--- config.mk ---
export PLATFORM = sky130hd
export DESIGN_NAME = alu_result_fifo
export DESIGN_NICKNAME = d
export VERILOG_FILES = /design/src/rtl/alu_result_fifo.sv
export SDC_FILE = /design/constraint.sdc
export NUM_CORES = 1
export LEC_CHECK = 0
export BUFFER_PORTS_ARGS = -buffer_cell sky130_fd_sc_hd__buf_2
export CORE_UTILIZATION = 25
export CTS_CLUSTER_SIZE = 40
export DETAILED_ROUTE_END_ITERATION = 12
export PLACE_DENSITY_LB_ADDON = 0.12
export SLEW_MARGIN = 0
export SYNTH_ARGS = -nofsm -noshare
export SYNTH_HDL_FRONTEND = slang
export SYNTH_SLANG_ARGS = --single-unit
--- constraint.sdc ---
create_clock -name clk -period 5.41 [get_ports clk]
set_input_delay 0.541 -clock clk [delete_from_list [all_inputs] [get_ports clk]]
set_output_delay 0.541 -clock clk [all_outputs]
set_load 0.02 [all_outputs]
--- src/rtl/alu_result_fifo.sv ---
// -----------------------------------------------------------------------------
// alu_result_fifo
//
// Buffers registered ALU results for a slower consumer. Each entry holds the
// 6-bit ALU result and an invalid-operation flag. Entries drain over a
// valid/ready handshake with first-word-fall-through output. A push into an
// empty FIFO becomes visible on the following cycle, because there is no bypass.
//
// The ALU cannot stall. An input that arrives while the FIFO is full is
// silently lost. When DROP_ERR=1, inputs flagged as errors are discarded
// and counted in a saturating 8-bit counter. A discard needs no space, so it
// also happens while the FIFO is full.
//
// Optional build macro:
//   ALU_FIFO_HIWAT_EN : adds a registered almost_full output that is
//                       asserted when occupancy >= HIWAT.
//
// Parameters:
//   DEPTH    : number of entries. Must be a power of two and at least 2.
//   DROP_ERR : 1 = discard and count results that have in_err=1.
//   HIWAT    : almost-full threshold, 1..DEPTH. Used only with the macro.
//
// Ports:
//   clk         : system clock, rising edge
//   rst         : asynchronous active-low reset
//   in_valid    : ALU result present this cycle
//   in_data     : ALU result
//   in_err      : invalid-operation flag
//   in_ready    : FIFO can accept an entry (!full)
//   out_valid   : head entry available (!empty)
//   out_data    : head entry data; 0 while empty
//   out_err     : head entry error flag; 0 while empty
//   out_ready   : consumer accepts the head entry
//   count       : current occupancy
//   full        : count == DEPTH
//   empty       : count == 0
//   drop_cnt    : number of discarded error results, saturating at 255
//   almost_full : count >= HIWAT (only with ALU_FIFO_HIWAT_EN)
// -----------------------------------------------------------------------------
module alu_result_fifo #(
    parameter int unsigned DEPTH    = 8,
    parameter bit          DROP_ERR = 1'b0,
    parameter int unsigned HIWAT    = 6
) (
    input  logic                     clk,
    input  logic                     rst,
    input  logic                     in_valid,
    input  logic [5:0]               in_data,
    input  logic                     in_err,
    output logic                     in_ready,
    output logic                     out_valid,
    output logic [5:0]               out_data,
    output logic                     out_err,
    input  logic                     out_ready,
    output logic [$clog2(DEPTH):0]   count,
    output logic                     full,
    output logic                     empty,
    output logic [7:0]               drop_cnt
`ifdef ALU_FIFO_HIWAT_EN
    ,
    output logic                     almost_full
`endif
);

    localparam int unsigned AW = $clog2(DEPTH);
    localparam int unsigned CW = AW + 1;

    typedef logic [AW-1:0] ptr_t;
    typedef logic [CW-1:0] cnt_t;

    typedef struct packed {
        logic       err;
        logic [5:0] data;
    } entry_t;

    // -------------------------------------------------------------------------
    // State
    // -------------------------------------------------------------------------
    entry_t     mem [DEPTH];

    ptr_t       wr_ptr_q,   wr_ptr_d;
    ptr_t       rd_ptr_q,   rd_ptr_d;
    cnt_t       count_q,    count_d;
    logic [7:0] drop_cnt_q, drop_cnt_d;
`ifdef ALU_FIFO_HIWAT_EN
    logic       almost_full_q, almost_full_d;
`endif

    // -------------------------------------------------------------------------
    // Status, derived only from registered occupancy. This keeps in_ready
    // free of any combinational path from out_ready.
    // -------------------------------------------------------------------------
    logic full_w;
    logic empty_w;

    assign full_w  = (count_q == cnt_t'(DEPTH));
    assign empty_w = (count_q == '0);

    // -------------------------------------------------------------------------
    // Handshake decode
    // -------------------------------------------------------------------------
    logic drop;
    logic push;
    logic pop;

    assign drop = in_valid && in_err && DROP_ERR;
    assign push = in_valid && !full_w && !drop;
    assign pop  = out_ready && !empty_w;

    // -------------------------------------------------------------------------
    // Next-state logic
    // -------------------------------------------------------------------------
    always_comb begin
        // NOTE: every variable gets a default before any branch. This
        // prevents a latch on paths that do not assign it.
        wr_ptr_d   = wr_ptr_q;
        rd_ptr_d   = rd_ptr_q;
        count_d    = count_q;
        drop_cnt_d = drop_cnt_q;

        // Power-of-two depth makes the natural pointer overflow the wrap.
        if (push) begin
            wr_ptr_d = wr_ptr_q + ptr_t'(1);
        end
        if (pop) begin
            rd_ptr_d = rd_ptr_q + ptr_t'(1);
        end

        unique case ({push, pop})
            2'b10:   count_d = count_q + cnt_t'(1);
            2'b01:   count_d = count_q - cnt_t'(1);
            default: count_d = count_q;
        endcase

        if (drop && (drop_cnt_q != 8'hFF)) begin
            drop_cnt_d = drop_cnt_q + 8'd1;
        end
    end

`ifdef ALU_FIFO_HIWAT_EN
    // Evaluated on the post-update occupancy, so the flag registers together
    // with count.
    always_comb begin
        almost_full_d = (count_d >= cnt_t'(HIWAT));
    end
`else
    // HIWAT has no function in this build.
    logic cfg_unused;
    assign cfg_unused = (HIWAT != 0);
`endif

    // -------------------------------------------------------------------------
    // Control registers
    // -------------------------------------------------------------------------
    // NOTE: sequential state uses non-blocking assignments only, so all flops
    // update from the same pre-edge values.
    always_ff @(posedge clk or negedge rst) begin
        if (!rst) begin
            wr_ptr_q      <= '0;
            rd_ptr_q      <= '0;
            count_q       <= '0;
            drop_cnt_q    <= '0;
`ifdef ALU_FIFO_HIWAT_EN
            almost_full_q <= 1'b0;
`endif
        end else begin
            wr_ptr_q      <= wr_ptr_d;
            rd_ptr_q      <= rd_ptr_d;
            count_q       <= count_d;
            drop_cnt_q    <= drop_cnt_d;
`ifdef ALU_FIFO_HIWAT_EN
            almost_full_q <= almost_full_d;
`endif
        end
    end

    // -------------------------------------------------------------------------
    // Storage
    // -------------------------------------------------------------------------
    // NOTE: the array is deliberately not reset. count_q decides which
    // entries are valid, and the read port masks stale contents while empty.
    always_ff @(posedge clk) begin
        if (push) begin
            mem[wr_ptr_q] <= '{err: in_err, data: in_data};
        end
    end

    // -------------------------------------------------------------------------
    // First-word-fall-through read port
    // -------------------------------------------------------------------------
    entry_t head;

    always_comb begin
        head = '0;
        if (!empty_w) begin
            head = mem[rd_ptr_q];
        end
    end

    // -------------------------------------------------------------------------
    // Outputs
    // -------------------------------------------------------------------------
    assign in_ready  = !full_w;
    assign out_valid = !empty_w;
    assign out_data  = head.data;
    assign out_err   = head.err;
    assign count     = count_q;
    assign full      = full_w;
    assign empty     = empty_w;
    assign drop_cnt  = drop_cnt_q;
`ifdef ALU_FIFO_HIWAT_EN
    assign almost_full = almost_full_q;
`endif

endmodule
==> metrics.txt <==
share of cells above drive strength 1 32.0%; Final Hold Fails 0; Post-Route WL 5.62 mm; Syn Inst Count 159; skew final 0.0101 ns; YS warnings 0; CP max FO 16; startpoint types flip-flop; Worst EP required 4.87 ns; via count 1,389; critical path endpoint category output pin; Int Power 1140 µW; Total Routing Usage GR 11.2%; core footprint 0.0108 mm²; cts bufs inserted 9; vias in the first global route 1,528; Reg-to-Reg Start count[2]$_DFFE_PN0P_; non-filler cells, final 334; area of the multi-input gates 788 µm²; CTS HTree Levels 3; Switching Share 36.0%; pwr/cell area 551 mW/mm²; First DRT Iteration DRCs 29; DP Cell Count 318; final setup fails 0; Post-CTS Resized 0; area grow syn2layout 16.2%; sequential share of power 44.9%; Remaining Overflow, GRT 0; Peak VDD IR 0.178 mV; crit share post-route 54.4%; Die X 108 µm; Detail Placement HPWL 3.64 mm; initial antenna violation count 0; hold_buf cts 0; Hold WC Path Type in2async; EDFF count, synth 56; Pre-antenna DRT Iters 4; Synth Cell Area 0.00278 mm²; status finished, final reports clean; Boundary Pins 34; GP Congestion 0.739; Pleak 0.00117 µW; Post-DRT Antenna Nets 0; Critical path buffers and inverters 1; critical-path cell list mux4_2 > mux2i_1 > nor2_1 > buf_2; largest net degree at the start of global routing 17; worst-margin pin slew 1.05 ns; slowest cell delay on critical path 1.04 ns; Residual DRC 0; max cap viols 0; row cnt 38; Max Slew Vio Count 0; Die Y 108 µm; RSZ-0062 raised after global routing false; number of fill cells 1,099; n_diodes 0; CTS Buffer Depth 2; Main synth FF type edfxtp_1; P_sw 642 µW; Tmin final 2.94 ns; Synth Area per Inst 17.5 µm²; fin nets 205; clock transition at the registers of the reported paths 0.08 ns; crit path launch rd_ptr_q[0]$_DFFE_PN0P_; initial core utilization 25.7%; Clk network pwr share 23.5%; Slew headroom 29.7%; first-pass GRT wire length 9.00 mm; wire per inst 16.8 µm; Reg area 0.00193 mm²; Crit path max-delay family flip-flops; Post-CTS Setup Inserts 0; Seq cells post-synth 66; Seq/Total Area, Yosys 69.4%; critical path arrival 2.40 ns; final setup TNS 0 ns; Root Buffer clkbuf_8; Combinational Power Share 31.7%; FMAX 0.340 GHz; die footprint 0.0116 mm²; Clock Sinks 66; critical path class reg2out; IO buf count 25; ys async rst share 15.2%; final hold slack 0.0527 ns; Netlist cell types 31; clk_lat worst skew 0.35 ns; CTS tree done; CP max-delay cell dfrtp_1; Vias/cell 4.16
==> synthesized netlist by cell type (3+ instances only) <==
cell	instances	area, µm²
xnor2_1	3	26.3
buf_4	8	60.1
nand2b_1	4	25.0
ha_1	5	62.6
mux2i_1	7	70.1
xor2_1	5	43.8
dfrtp_1	10	250
mux4_2	14	315
nand2_1	9	33.8
edfxtp_1	56	1680
nor2_1	15	56.3
==> flip-flops by register name, summed over array words and instances (netlist names) <==
signal	cells
wr_ptr_q	3
rd_ptr_q	3
mem	56
count	4
==> cell usage in the layout (no fill, tap or decap) <==
cell | netlist | routed
buf_2 | 2 | 25
a41oi_1 | 1 | 1
nor3b_1 | 1 | 1
inv_6 | 0 | 1
inv_2 | 1 | 1
mux2_2 | 1 | 1
clkinv_4 | 0 | 4
mux4_2 | 14 | 14
inv_1 | 1 | 1
nand2b_1 | 4 | 4
nor3_2 | 0 | 2
a21oi_1 | 2 | 2
nand3b_1 | 1 | 1
a211o_1 | 1 | 1
clkinv_1 | 1 | 1
conb_1 | 1 | 8
bufinv_16 | 0 | 1
or4b_1 | 1 | 1
dfrtp_1 | 10 | 10
and2_1 | 1 | 1
nand2_1 | 9 | 9
clkbuf_8 | 0 | 9
nor2_1 | 15 | 15
clkinv_2 | 0 | 1
and2_4 | 1 | 1
xor2_1 | 5 | 5
xnor2_1 | 3 | 3
ha_1 | 5 | 5
mux2_4 | 1 | 1
or4_4 | 1 | 1
mux2i_1 | 7 | 7
edfxtp_1 | 56 | 56
==> area by class of cell <==
class	instances	area share (%)
Timing Repair Buffer	25	3.87
Sequential cell	66	59.7
Tap cell	140	5.42
Clock buffer	9	3.83
Multi-Input combinational cell	84	24.4
Clock inverter	7	2.44
Inverter	3	0.348
==> path summary, 6_finish.rpt <==
check | end | slack (ns) | cells after the start
worst max-delay path | out_data[4] | 2.47 | 4
worst min-delay path | wr_ptr_q[2]$_DFFE_PN0P_ | 0.05 | 1
worst max register to register | count[2]$_DFFE_PN0P_ | 2.84 | 10
worst min register to register | count[3]$_DFFE_PN0P_ | 0.53 | 1
max in group asynchronous | count[1]$_DFFE_PN0P_ | 5.16 | 1
min in group clk | mem[7][2]$_DFFE_PP_ | 0.47 | 1
==> per-layer routing <==
metal  share of wire [%]  vias up  wire [µm]  global-route usage (%)
met1                  47      706       2630                    14.7
li1                    -      648          -                       -
met2                  49       27       2760                    17.2
met5                   0        -          0                       0
met4                 1.5        0         87                    5.87
met3                 2.7        8        153                    2.60
==> cells by family (layout without fill, tap and decap cells) <==
logic type | count (synthesis) | count (layout) | synth area share, %
DFF | 66 | 66 | 69.4
and+or+nand+nor | 36 | 36 | 6.34
muxes | 23 | 23 | 14.8
buffers and inverters | 16 | 44 | 3.59
xor gates and xnor gates | 8 | 8 | 2.52
adders and majority gates | 5 | 5 | 2.25
AOI/OAI and AO/OA | 4 | 4 | 0.989
other | 1 | 8 | 0.135
==> power by group through the flow <==
stage                     Combinational [µW]  Sequential, µW  Clock, µW
after floorplan                          462             737          0
after global placement                   566             808          0
after detailed placement                 579             815          0
after CTS                                580             805        432
after global routing                     626             823        457
final                                    565             800        418
==> worst register-to-register path: cells and delay by family, from the launching register on <==
kind            cells  cell delay [ns]
compound gates      1             0.14
xor+xnor            3             0.40
fa+ha+maj           2             0.44
buf+inv             1             0.11
flops               1             0.46
simple gates        3             0.92
==> per-stage QoR <==
step                setup slack [ns]  total power [µW]  util [%]  instance area [µm²]
floorplan                       2.78              1200         -                 2810
global placement                2.80              1370      28.0                 3030
detailed placement              2.76              1390      28.0                 3030
CTS                             2.37              1820      29.8                 3230
global route                    2.22              1910      29.8                 3230
finish                          2.47              1780      29.8                 3230
No activity file was read; power rests on OpenSTA's default activity.
